**src/rtl/spi_bus_arbiter.sv**
```systemverilog
// spi_bus_arbiter
//   Shares one spi_master among N_REQ requesters. Requests are granted
//   round-robin and only one transaction is in flight at a time. The master
//   is launched with a one-cycle active-low start. The arbiter then tracks
//   the master's busy flag and returns the received word to the granted
//   requester.
//
// Ports
//   CLOCK_50     in   system clock
//   rst_n        in   asynchronous active-low reset
//   req          in   [N_REQ]         level request per requester, held until ack
//   req_data     in   [N_REQ*DATA_W]  TX word per requester, i at [i*DATA_W +: DATA_W]
//   ack          out  [N_REQ]         one-cycle completion pulse to the granted requester
//   err          out                  valid with ack; 1 = busy-wait or transfer timeout
//   rsp_data     out  [DATA_W]        RX word, valid in the ack cycle, held until next ack
//   dev_sel      out  [N_REQ]         one-hot device select, 0 when idle
//   active       out                  1 from grant until return to idle
//   spi_start_n  out                  master start, low for exactly one cycle
//   spi_tx       out  [DATA_W]        master data_in, stable from grant to idle
//   spi_busy     in                   master busy
//   spi_rx       in   [DATA_W]        master data_out
module spi_bus_arbiter #(
  parameter int unsigned N_REQ       = 3,
  parameter int unsigned DATA_W      = 16,
  parameter int unsigned BUSY_WAIT   = 16,
  parameter int unsigned TIMEOUT_CYC = 250000000
) (
  input  logic                      CLOCK_50,
  input  logic                      rst_n,
  input  logic [N_REQ-1:0]          req,
  input  logic [N_REQ*DATA_W-1:0]   req_data,
  output logic [N_REQ-1:0]          ack,
  output logic                      err,
  output logic [DATA_W-1:0]         rsp_data,
  output logic [N_REQ-1:0]          dev_sel,
  output logic                      active,
  output logic                      spi_start_n,
  output logic [DATA_W-1:0]         spi_tx,
  input  logic                      spi_busy,
  input  logic [DATA_W-1:0]         spi_rx
);

  localparam int unsigned        IDX_W        = (N_REQ > 1) ? $clog2(N_REQ) : 1;
  localparam logic [31:0]        BUSY_LAST    = 32'(BUSY_WAIT - 1);
  localparam logic [31:0]        TIMEOUT_LAST = 32'(TIMEOUT_CYC - 1);
  localparam logic [IDX_W-1:0]   LAST_IDX     = IDX_W'(N_REQ - 1);
  localparam logic [N_REQ-1:0]   SEL_ZERO     = N_REQ'(1);

  typedef enum logic [2:0] {
    S_IDLE, S_START, S_WAIT_B, S_XFER, S_DONE, S_DRAIN
  } state_t;

  state_t              state_reg, state_next;
  logic [IDX_W-1:0]    rr_ptr_reg, rr_ptr_next;
  logic [31:0]         cnt_reg, cnt_next, cnt_inc;
  logic                err_flag_reg, err_flag_next;
  logic [DATA_W-1:0]   rsp_data_reg, rsp_data_next;
  logic [N_REQ-1:0]    dev_sel_reg, dev_sel_next;
  logic                active_reg, active_next;
  logic [DATA_W-1:0]   spi_tx_reg, spi_tx_next;

  logic [DATA_W-1:0]   req_word [N_REQ];
  logic                grant_found;
  logic [IDX_W-1:0]    grant_idx;
  logic [IDX_W-1:0]    cand_idx;

  generate
    for (genvar gi = 0; gi < N_REQ; gi++) begin : g_unpack
      assign req_word[gi] = req_data[gi*DATA_W +: DATA_W];
    end
  endgenerate

  // Round-robin search: first set request starting at rr_ptr, wrapping.
  always_comb begin
    grant_found = 1'b0;
    grant_idx   = '0;
    cand_idx    = '0;
    for (int unsigned i = 0; i < N_REQ; i++) begin
      cand_idx = IDX_W'((32'(rr_ptr_reg) + i) % N_REQ);
      if (!grant_found && req[cand_idx]) begin
        grant_found = 1'b1;
        grant_idx   = cand_idx;
      end
    end
  end

  // Counter saturates instead of wrapping.
  assign cnt_inc = (cnt_reg == 32'hFFFF_FFFF) ? cnt_reg : cnt_reg + 32'd1;

  always_comb begin
    state_next    = state_reg;
    rr_ptr_next   = rr_ptr_reg;
    cnt_next      = cnt_reg;
    err_flag_next = err_flag_reg;
    rsp_data_next = rsp_data_reg;
    dev_sel_next  = dev_sel_reg;
    active_next   = active_reg;
    spi_tx_next   = spi_tx_reg;
    case (state_reg)
      S_IDLE: begin
        if (grant_found) begin
          spi_tx_next  = req_word[grant_idx];
          dev_sel_next = SEL_ZERO << grant_idx;
          active_next  = 1'b1;
          rr_ptr_next  = (grant_idx == LAST_IDX) ? '0 : grant_idx + 1'b1;
          state_next   = S_START;
        end
      end
      S_START: begin
        cnt_next   = '0;
        state_next = S_WAIT_B;
      end
      S_WAIT_B: begin
        if (spi_busy) begin
          cnt_next   = '0;
          state_next = S_XFER;
        end else begin
          cnt_next = cnt_inc;
          if (cnt_reg == BUSY_LAST) begin
            err_flag_next = 1'b1;
            rsp_data_next = '0;
            state_next    = S_DONE;
          end
        end
      end
      S_XFER: begin
        if (!spi_busy) begin
          // rsp_data is loaded on entry to DONE so it is valid in the ack cycle.
          err_flag_next = 1'b0;
          rsp_data_next = spi_rx;
          state_next    = S_DONE;
        end else begin
          cnt_next = cnt_inc;
          if (cnt_reg == TIMEOUT_LAST) begin
            err_flag_next = 1'b1;
            rsp_data_next = '0;
            state_next    = S_DONE;
          end
        end
      end
      S_DONE: begin
        state_next = S_DRAIN;
      end
      S_DRAIN: begin
        // After a timeout the master is still running; keep its device selected.
        if (!spi_busy) begin
          dev_sel_next = '0;
          active_next  = 1'b0;
          state_next   = S_IDLE;
        end
      end
      default: state_next = S_IDLE;
    endcase
  end

  always_ff @(posedge CLOCK_50 or negedge rst_n) begin
    if (!rst_n) begin
      state_reg    <= S_IDLE;
      rr_ptr_reg   <= '0;
      cnt_reg      <= '0;
      err_flag_reg <= 1'b0;
      rsp_data_reg <= '0;
      dev_sel_reg  <= '0;
      active_reg   <= 1'b0;
      spi_tx_reg   <= '0;
    end else begin
      state_reg    <= state_next;
      rr_ptr_reg   <= rr_ptr_next;
      cnt_reg      <= cnt_next;
      err_flag_reg <= err_flag_next;
      rsp_data_reg <= rsp_data_next;
      dev_sel_reg  <= dev_sel_next;
      active_reg   <= active_next;
      spi_tx_reg   <= spi_tx_next;
    end
  end

  // The master is level-sensitive on start, so start is low only in START.
  assign spi_start_n = (state_reg != S_START);
  assign ack         = (state_reg == S_DONE) ? dev_sel_reg : '0;
  assign err         = (state_reg == S_DONE) && err_flag_reg;
  assign rsp_data    = rsp_data_reg;
  assign dev_sel     = dev_sel_reg;
  assign active      = active_reg;
  assign spi_tx      = spi_tx_reg;

endmodule

```
**config.mk**
```make
export PLATFORM = sky130hd
export DESIGN_NAME = spi_bus_arbiter
export DESIGN_NICKNAME = d
export VERILOG_FILES = /design/src/rtl/spi_bus_arbiter.sv
export SDC_FILE = /design/constraint.sdc
export NUM_CORES = 1
export LEC_CHECK = 0
export CAP_MARGIN = 0
export CORE_AREA = 8 8 96 98
export DETAILED_ROUTE_END_ITERATION = 8
export DIE_AREA = 0 0 104 106
export DONT_BUFFER_PORTS = 1
export PLACE_DENSITY = 0.73
export SYNTH_ARGS = -nofsm -noshare
export SYNTH_HDL_FRONTEND = slang
export SYNTH_SLANG_ARGS = --single-unit
```
**constraint.sdc**
```tcl
create_clock -name CLOCK_50 -period 4.4 [get_ports CLOCK_50]
set_clock_uncertainty 0.05 [all_clocks]
set_input_delay 0.88 -clock CLOCK_50 [delete_from_list [all_inputs] [get_ports CLOCK_50]]
set_output_delay 0.88 -clock CLOCK_50 [all_outputs]
set_load 0.03 [all_outputs]
```
== Yosys cells after proc, flatten, opt, wreduce, memory -nomap -nowiden ==
Index checks and enable logic that the tools add are counted.
Storage, ports and cells
  logic and storage cells: 95
  register bits after elaboration: 74
Cells by class
  reductions and logical operators: 14
  equal/unequal tests: 17
  mux-type cells: 43
  magnitude comparators: 4
  bitwise operators: 1
  divide/modulo/power cells: 3
  shift operators: 1
  add/subtract/negate cells: 4
Operators with widths (number)
  $mux W16: 6
  $mux W32: 3
  $pmux W32 S3: 1
  $mod A32 B2 Y32 const B: 2
  $add A32 B1 Y32 const B: 1
  $bmux W16 S2: 1
  $eq A32 B28 Y1 const B: 1
  $eq A32 B32 Y1 const B: 1
  $eq A32 B4 Y1 const B: 1
  $mod A2 B2 Y32 const B: 1
  $pmux W16 S2: 1
  $mux W3: 8
  $pmux W3 S6: 1
  $mux W1: 12
  $ne A2 B2 Y1 const B: 5
  $lt A2 B3 Y1 const B: 3
  $mux W2: 4
  $reduce_and A4 Y1: 2
  $bmux W1 S2: 3
  $eq A3 B2 Y1 const B: 2
  $eq A3 B3 Y1 const B: 2
  $ne A3 B3 Y1 const B: 2
  $pmux W3 S2: 1
  $pmux W1 S2: 2
  16 further kinds: 21

== Longest topological paths before layout ==
  depth in word-level cells: 14
  gate-level depth with buffers: 10

== Worst setup path before layout ==
Ideal clock, no wire load.
  kind: register -> output
  start point: register state_reg[2]
  end point: output port ack[1]
  stages on the path, launching flop included: 5
  arrival time: 1600 ps
  path buffers: 2
  setup slack: 1870 ps
  cells stage by stage: dfrtp_1 clkbuf_1 clkbuf_1 nand2_1 nor3_1
Between the ends
  word-level cells in the longest chain between the ends: 2
Ends and longest elaborated chain
  start: declaration: line 53  | state_t state_reg, state_next;
  start signal: assignment: line 167  | state_reg <= state_next;
  $eq A3 B3 Y1: line 180  | assign ack = (state_reg == S_DONE) ? dev_sel_reg : '0;
  $mux W3: line 180
  end: declaration: line 32  | output logic [N_REQ-1:0] ack,
No other way between the ends.

== Final worst setup path ==
  start point: register state_reg[1]
  end point: output port ack[1]
The elaborated chain is that of the path after synthesis.

==> results.json <==
{
  "hp-class": "in2async",
  "numCtsBuffers": 9,
  "fill_cells": 715,
  "final_common_cell": "dfrtp_1",
  "pwr-share-comb_pct": 33.1,
  "nNetsFinal": 503,
  "ys.flop_type": "dfrtp_1",
  "clk_pin_slew_worst_paths_ns": 0.09,
  "tns_ns": 0,
  "synth-seq-cells": 74,
  "cts_max_level": 3,
  "crit_fanout": 12,
  "cts_buffer_depth": 2,
  "avgViaCountPerCell": 6.29,
  "n_antenna_cell": 0,
  "seqPwrFrac_pct": 49.8,
  "maxSlewHeadroom_pct": 28.2,
  "grt_use_total_pct": 18.6,
  "netlist_area_sq_mm": 0.00413,
  "drt-wirelength-per-cell_microns": 19.0,
  "syn_nets": 511,
  "peakVddDrop_uv": 230,
  "reg2reg_setup_slack_ns": 1.65,
  "maxCapViolCount": 0,
  "cp-startpoint": "state_reg[1]",
  "grt_max_degree": 75,
  "post-route-period-util_pct": 67.3,
  "syn_avg_cell_area_sq_um": 9.44,
  "cp.arrival_ns": 2.03,
  "p_clk_share_pct": 17.2,
  "post_cts_buffers": 0,
  "seq_area_frac_synth_pct": 44.8,
  "placed_area_sq_mm": 0.00417,
  "worstRegToRegCells": 7,
  "min_period_ns": 2.96,
  "required_ns": 3.47,
  "antenna_found_initial": 0,
  "power_switching_mw": 1.44,
  "die_h_microns": 106,
  "first_iter_violations": 176,
  "powerDensity_mw_per_mm2": 663,
  "p_int_mw": 1.44,
  "core-area_sq_mm": 0.00785,
  "num_io_pins": 111,
  "dr_total_vias": 3394,
  "ant_nets": 0,
  "io_buffers": 0,
  "netlist_instances": 438,
  "cts_tree": "yes",
  "cts_resized": 0,
  "swShare_pct": 50.1,
  "synthArstFlopShare_pct": 100,
  "mostFrequentLayoutCells": "dfrtp_1 (74), nor2_1 (56), nand2_1 (40)",
  "first_pass_iters": 5,
  "syn2layout_area_growth_pct": 5.21,
  "crit_end": "ack[1]",
  "finalHoldViolCount": 0,
  "drive_gt1_share_pct": 11.0,
  "grt_pass1_wl_microns": 17000,
  "leakagePower_nw": 1.76,
  "grt_pass1_vias": 3379,
  "criticalPathCategory": "reg2out",
  "drc": 0,
  "grt.overflow.total": 0,
  "postCtsHoldBufs": 0,
  "synth_warnings": 0,
  "cts_num_sinks": 74,
  "die_area_sq_mm": 0.0110,
  "place_hpwl_microns": 7600,
  "worst_pin_slew_ns": 1.07,
  "gp_congestion": 0.890,
  "cp-end-kind": "output pin",
  "wl_microns": 10200,
  "ys_types": 64,
  "critPathLaunchType": "register",
  "start_util_pct": 52.7,
  "final_cell_area_sq_mm": 0.00435,
  "fmax_ghz": 0.338,
  "reg2reg_from": "rr_ptr_reg[0]",
  "synth_edf_count": 0,
  "slew_viol_final": 0,
  "rsz0062_at_grt": "false",
  "largest_reg_flops": 32,
  "status": "completed",
  "cts_root_buffer": "clkbuf_8",
  "fp.dieW_microns": 104,
  "final-setup-viol-count": 0,
  "r2r_end": "spi_tx[7]",
  "clk_latency_ns": 0.35,
  "row_count": 33
}
cell type report:
cell class	count	area [sq um]	area share, %
clock buffer	9	124	2.85
clock inverter	7	58.8	1.35
inverter	9	33.8	0.777
multi-input combinational	333	2130	48.9
sequential	74	1850	42.6
tap	105	131	3.02
timing repair buffer	3	22.5	0.518
stage by stage:
step / hold slack, ns / total power, mW / utilization (%) / worst slack (ns) / cells
6_report: 0.164 / 2.88 / 55.4 / 1.44 / 540
5_1_grt: 0.145 / 3.08 / 55.4 / 1.30 / 540
4_1_cts: 0.150 / 2.90 / 55.4 / 1.41 / 540
3_5_place_dp: 0.439 / 2.41 / 53.1 / 1.54 / 524
3_3_place_gp: 0.433 / 2.36 / 53.1 / 1.60 / 524
2_1_floorplan: 0.399 / 2.20 / - / 1.87 / 438
layer usage:
| metal | track usage, % | vias to the layer above | part of all wire (%) |
|---|---|---|---|
| met3 | 5.38 | 19 | 8.1 |
| met2 | 30.4 | 132 | 48 |
| li1 | - | 1610 | - |
| met5 | 0 | - | 0 |
| met1 | 22.1 | 1633 | 41 |
| met4 | 9.41 | 0 | 2.4 |
power by group through the flow:
stage / logic, mW / clock network (mW) / registers (mW)
after floorplan: 0.864 / 0 / 1.34
after global placement: 0.916 / 0 / 1.44
after detailed placement: 0.953 / 0 / 1.45
after CTS: 0.957 / 0.508 / 1.44
after global routing: 1.08 / 0.537 / 1.46
final: 0.953 / 0.496 / 1.43
how the worst min path moves through the flow:
stage,startpoint,to,slack [ns],cells after the start
after detailed placement,err_flag_reg,err_flag_reg,0.44,2
after global placement,err_flag_reg,err_flag_reg,0.43,2
final,rst_n,cnt_reg[11],0.16,0
after global routing,rst_n,cnt_reg[11],0.14,0
after CTS,rst_n,spi_tx[12],0.15,0
after floorplan,err_flag_reg,err_flag_reg,0.40,2
Yosys cell counts (4+ instances only):
| cell type | n | area share (%) |
|---|---|---|
| o211ai_1 | 4 | 0.73 |
| xor2_1 | 6 | 1.3 |
| and3_1 | 7 | 1.1 |
| nor2_1 | 56 | 5.1 |
| dfrtp_1 | 74 | 45 |
| nand4_1 | 9 | 1.4 |
| a21oi_1 | 22 | 2.7 |
| buf_6 | 4 | 1.1 |
| or4_1 | 6 | 1.1 |
| nor3_1 | 7 | 0.85 |
| or3_1 | 18 | 2.7 |
| buf_2 | 8 | 0.97 |
| a31oi_1 | 17 | 2.6 |
| mux2i_1 | 17 | 4.1 |
| nand3_1 | 20 | 2.4 |
| o21ai_0 | 26 | 3.1 |
| nor4_1 | 5 | 0.76 |
| inv_1 | 9 | 0.82 |
| a21oi_2 | 4 | 0.85 |
| nand2_1 | 40 | 3.6 |
| a22oi_1 | 16 | 2.9 |
| clkbuf_1 | 8 | 0.73 |
kinds of logic after synthesis:
kind of cell	after synthesis	share of synthesized area, %
simple gates	193	25.3
compound gates	111	19.0
flops	74	44.8
buf+inv	31	3.97
mux	17	4.12
xor+xnor	8	1.70
fa+ha+maj	4	1.15
worst max-delay path: stages (launching register included):
cell	delay [ns]
dfrtp_1	0.55
inv_1	0.24
nand2_1	0.11
nor3_1	0.77
Power figures use the tool's default switching activity.
==> edit 1 (same settings) <==
Take the reset off `rsp_data_reg` and load it in a clocked block of its own.
--- a/src/rtl/spi_bus_arbiter.sv
+++ b/src/rtl/spi_bus_arbiter.sv
@@ -159,7 +159,6 @@
       rr_ptr_reg   <= '0;
       cnt_reg      <= '0;
       err_flag_reg <= 1'b0;
-      rsp_data_reg <= '0;
       dev_sel_reg  <= '0;
       active_reg   <= 1'b0;
       spi_tx_reg   <= '0;
@@ -168,11 +167,14 @@
       rr_ptr_reg   <= rr_ptr_next;
       cnt_reg      <= cnt_next;
       err_flag_reg <= err_flag_next;
-      rsp_data_reg <= rsp_data_next;
       dev_sel_reg  <= dev_sel_next;
       active_reg   <= active_next;
       spi_tx_reg   <= spi_tx_next;
     end
+  end
+
+  always_ff @(posedge CLOCK_50) begin
+    rsp_data_reg <= rsp_data_next;
   end
 
   // The master is level-sensitive on start, so start is low only in START.
Formal check against the unedited RTL: not equivalent (a bounded check fails within 10 cycles, from zero or initial values and one cycle with rst_n low; the reset may be asserted at any time).
==> edit 1 against the unedited design <==
Synthesized area up 1.0%; register-to-register slack better by 0.15 ns; total power down 3.8%; design area up 2.3%; count of clock-buffer cells in the layout unchanged; non-clock buffer count up 1; sequential cell count unchanged; combinational power up 3.6%; routed wire length up 3.6%; setup slack better by 0.17 ns; largest cell class unchanged.
==> edit 1: results (changes against the unedited design) <==
| Metric | Value | Unit | vs unedited |
| --- | --- | --- | --- |
| WL met1 | 4527 | um | +7.7% |
| Async set or reset register ratio after synthesis | 0.7838 | - | -0.2162 |
| Met2 routed wirelength | 5173 | um | +4.3% |
| Reg2reg end | rsp_data[9] | - |  |
| Reg2reg setup slack | 1.80 | ns | +0.15 ns |
| Sequential share of the synthesized area | 0.4627 | - | +0.01461 |
| Status | finished clean | - |  |
| Wirelength per Cell | 19.69 | um | +3.8% |
| GR met2 Demand/Resource | 0.3080 | - | +0.004125 |
| Number of enable-type register cells in the synthesized netlist | 16 | - | +16 |
| Violation count after the first detailed-route iteration | 410 | - | +130% |
| DR vias | 3558 | - | +4.8% |
| Final GP Congestion | 0.9075 | - | +2.0% |
| Synth Area in Compound Gates | 0.1576 | - | -0.03190 |
| Pin count of the biggest net entering global routing | 59 | - | -21% |
| Post-synth top cells | sky130_fd_sc_hd__dfrtp_1 (58), sky130_fd_sc_hd__nand2_1 (52), sky130_fd_sc_hd__nand3_1 (40) | - |  |
| Post-synthesis share of cell area spent on xor and xnor gates | 0.004195 | - | -0.01276 |
| Share of layout cells above drive strength 1 | 0.08986 | - | -0.02048 |
| Worst EP arrival | 1.86 | ns | -0.17 ns |
| GR Layer Usage met3 | 0.04416 | - | -0.009679 |
| Post-synthesis cell type count | 55 | - | -14% |
| Met1 usage in global routing | 0.2335 | - | +0.01209 |
| Synth top area cells | sky130_fd_sc_hd__dfrtp_1 (35%), sky130_fd_sc_hd__edfxtp_1 (12%), sky130_fd_sc_hd__nand3_1 (4.8%) | - |  |
| First-pass GRT wire length | 17230 | um | +1.1% |
| Critical register-to-register path startpoint | cnt_reg[0] | - |  |
| DR WL met3 | 745 | um | -11% |
| Adder and majority gate portion of the synthesized area | 0.01378 | - | +0.002280 |
| Final Net Count | 502 | - | -0.20% |
| Mapped Nets | 512 | - | +0.20% |
| Leakage Power | 0.001828 | uW | +3.8% |
| Mux cell area share after synthesis | 0.04555 | - | +0.004375 |
| Maximum fanout along the worst path | 7 | - | -5 |
==> edit 1: cell types whose count changed in the layout (fill, tap and decap cells not counted), moves of 9 or more <==
| cell | before | now |
|---|---|---|
| sky130_fd_sc_hd__a22oi_1 | 16 | 0 |
| sky130_fd_sc_hd__dfrtp_1 | 74 | 58 |
| sky130_fd_sc_hd__a31oi_1 | 17 | 3 |
| sky130_fd_sc_hd__o211ai_1 | 4 | 24 |
| sky130_fd_sc_hd__o31ai_1 | 3 | 12 |
| sky130_fd_sc_hd__edfxtp_1 | 0 | 16 |
| sky130_fd_sc_hd__nand2_1 | 40 | 52 |
| sky130_fd_sc_hd__nor2_1 | 56 | 14 |
| sky130_fd_sc_hd__and3_1 | 7 | 19 |
| sky130_fd_sc_hd__o21ai_0 | 26 | 13 |
| sky130_fd_sc_hd__nand3_1 | 20 | 40 |
==> edit 1: per-stage QoR <==
stage                     utilization  area, um2  setup WS (ns)  hold WS, ns  std cells
after floorplan                     -       4175          2.052       0.4309        439
after global placement         0.5384       4224          1.673       0.4437        523
after detailed placement       0.5384       4224          1.604       0.4749        523
after CTS                      0.5668       4447          1.599       0.1545        539
after global routing           0.5668       4447          1.538       0.1494        539
final                          0.5668       4447          1.606       0.1689        539
==> edit 1: worst max-delay path: cells and delay by family, from the launching register on <==
kind          cells  cell delay [ns]
buf+inv           1             0.16
flops             1             0.46
simple gates      2             0.89
==> edit 1: area by class of cell <==
class                   count  area, um2  share of cell area
clock inverters             7      98.84             0.02223
clock buffers               9      123.9             0.02786
multi-input cells         330       2093              0.4707
inverters                  10      37.54            0.008441
repair buffers              4      30.03            0.006753
well taps                 105      131.4             0.02954
flip-flops and latches     74       1932              0.4344
==> edit 1: report_power, final <==
part	internal, uW	switching, uW
combinational	319	668
clock	325	274
sequential	857	330
==> edit 2 (config.mk and constraints unchanged) <==
Without the edit above. Change the parameter `N_REQ` from 3 to 2.
--- a/src/rtl/spi_bus_arbiter.sv
+++ b/src/rtl/spi_bus_arbiter.sv
@@ -20,7 +20,7 @@
 //   spi_busy     in                   master busy
 //   spi_rx       in   [DATA_W]        master data_out
 module spi_bus_arbiter #(
-  parameter int unsigned N_REQ       = 3,
+  parameter int unsigned N_REQ       = 2,
   parameter int unsigned DATA_W      = 16,
   parameter int unsigned BUSY_WAIT   = 16,
   parameter int unsigned TIMEOUT_CYC = 250000000
Ports: changed (resized ack, dev_sel, req and req_data); port bits go from 111 to 92. No check against the original RTL was run, so the function may have changed too.
==> edit 2 against the unedited design <==
Non-clock buffer count shrank 3; largest cell class unchanged; routed wire length shrank 8.3%; total power shrank 6.4%; design area shrank 4.6%; critical endpoint is now cnt_reg[21]; synthesized area shrank 5.3%; critical path type is now flop to flop; sequential cell count shrank 2; setup slack gained 0.14 ns.
==> edit 2: results (changes against the unedited design) <==
| Metric | Value | Unit | vs unedited |
| --- | --- | --- | --- |
| Violation count after the first detailed-route iteration | 250 | - | +42% |
| Maximum fanout along the worst path | 17 | - | +5 |
| Number of buffers inserted by port buffering | 0 | - | unchanged |
| Count of buffers added by post-CTS timing repair for setup | 0 | - | unchanged |
| Worst EP arrival | 3.04 | ns | +1.01 ns |
| Wirelength per Cell | 18.68 | um | -1.5% |
| Design internal power | 1409 | uW | -2.0% |
| Mapped Nets | 460 | - | -10% |
| Final GP Congestion | 0.9712 | - | +9.1% |
| Leakage Power | 0.001684 | uW | -4.4% |
| Pin count of the biggest net entering global routing | 73 | - | -2.7% |
| Clock-pin slew on the worst setup and hold paths | 0.08 | ns |  |
| Half-perimeter wire length of the detailed placement result | 6754 | um | -11% |
| Synth top area cells | sky130_fd_sc_hd__dfrtp_1 (46%), sky130_fd_sc_hd__mux2i_1 (8.4%), sky130_fd_sc_hd__nand2_1 (3.9%) | - |  |
| Slowest stage cell on the critical path | sky130_fd_sc_hd__nor3_1 | - |  |
| Longest Clk Path Bufs | 2 | - | unchanged |
| Post-synth top cells | sky130_fd_sc_hd__dfrtp_1 (72), sky130_fd_sc_hd__nand2_1 (41), sky130_fd_sc_hd__nor2_1 (34) | - |  |
| First-pass GRT wire length | 15500 | um | -9.1% |
| Number of antenna cells inserted | 0 | - | unchanged |
| Number of cells upsized or downsized after cts | 0 | - | unchanged |
| Global router's overall resource usage | 0.1691 | - | -0.01719 |
| Largest register FFs | 32 | - | unchanged |
| Avg Vias per Cell | 6.201 | - | -1.3% |
| Clock insertion delay at the later pin of the skew report | 0.36 | ns |  |
| Slowest stage delay, CP | 0.84 | ns | +0.07 ns |
| Post-synthesis cell type count | 55 | - | -14% |
| Share of layout cells above drive strength 1 | 0.1080 | - | -0.002305 |
| CTS Root Buffer Type | sky130_fd_sc_hd__clkbuf_8 | - |  |
| Highest ir drop seen on vdd | 0.3927 | mV | +71% |
| First-pass DRT Iterations | 4 | - | -1 |
| Final Net Count | 447 | - | -11% |
| Kind of path behind the tightest hold check | input pin to async pin | - |  |
| Number of levels the H-tree was split into | 3 | - | unchanged |
| Post-placement worst setup slack | 1.510 | ns | -0.02646 ns |
| Vias in the first global route | 3083 | - | -8.8% |
| Status | finished clean | - |  |
| Slew @ Worst Pin | 1.054 | ns | -0.01813 ns |
| Number of antenna violations at the first check in global routing | 0 | - | unchanged |
| Async set or reset register ratio after synthesis | 1.000 | - | unchanged |
| Count of yosys warnings during synthesis | 0 | - | unchanged |
| Sequential share of the synthesized area | 0.4602 | - | +0.01213 |
| Num CTS Buffers | 9 | - | unchanged |
## edit 2: changes by cell type after synthesis, moves of 8 or more
| cell | delta |
|---|---|
| sky130_fd_sc_hd__a21oi_1 | -10 |
| sky130_fd_sc_hd__a31oi_1 | -14 |
| sky130_fd_sc_hd__mux2i_1 | +16 |
| sky130_fd_sc_hd__nor2_1 | -22 |
| sky130_fd_sc_hd__a22oi_1 | -14 |
| sky130_fd_sc_hd__or3_1 | -8 |
## edit 2: kinds of logic (layout without fill, tap and decap cells)
| logic type | count (synthesis) | count (layout) | synth area share |
|---|---|---|---|
| buf+inv | 36 | 28 | 0.04442 |
| xor+xnor | 5 | 5 | 0.01119 |
| simple gates | 171 | 171 | 0.2381 |
| compound gates | 88 | 88 | 0.1585 |
| fa+ha+maj | 1 | 1 | 0.003195 |
| flops | 72 | 72 | 0.4602 |
| mux | 33 | 33 | 0.08437 |
## edit 2: per-stage QoR
step	std cells	area [um2]	util	total power, uW
finish	503	4149	0.5289	2697
global route	503	4149	0.5289	2866
CTS	503	4149	0.5289	2721
detailed placement	487	3928	0.5006	2137
global placement	487	3928	0.5006	2090
floorplan	406	3915	-	1974
## edit 2: critical path: cells and delay by family (launching register included)
family	cells	cell delay (ns)
AOI/OAI and AO/OA	1	0.08
DFF	1	0.51
and+or+nand+nor	4	2.09
## edit 2: path summary, 6_finish.rpt
| check | startpoint | slack [ns] | depth (start not counted) | endpoint |
|---|---|---|---|---|
| setup / recovery | state_reg[2] | 1.58 | 5 | cnt_reg[21] |
| hold / removal | rst_n | 0.16 | 0 | spi_tx[14] |
| setup reg to reg | state_reg[2] | 1.58 | 5 | cnt_reg[21] |
| hold reg to reg | err_flag_reg | 0.44 | 1 | err_flag_reg |
| max in group asynchronous | rst_n | 4.01 | 0 | state_reg[0] |
| min in group CLOCK_50 | err_flag_reg | 0.44 | 1 | err_flag_reg |
## edit 2: area by class of cell
cell class	instances	area (um2)
fillers	715	3696
well taps	105	131.4
clock inverters	6	93.84
flip-flops and latches	72	1802
clock buffers	10	127.6
multi-input cells	298	1949
inverters	12	45.04
## edit 2: per-layer routing
| metal | share of wire | GRT usage |
|---|---|---|
| met1 | 0.42 | 0.2056 |
| met2 | 0.48 | 0.2764 |
| met3 | 0.075 | 0.05687 |
| met4 | 0.019 | 0.05791 |
| met5 | 0 | 0 |
## edit 2: power by group through the flow
stage               Combinational, uW  Sequential, uW  Clock (uW)
floorplan                         694            1280           0
global placement                  730            1360           0
detailed placement                776            1360           0
CTS                               773            1350         596
global route                      866            1370         625
finish                            768            1350         581
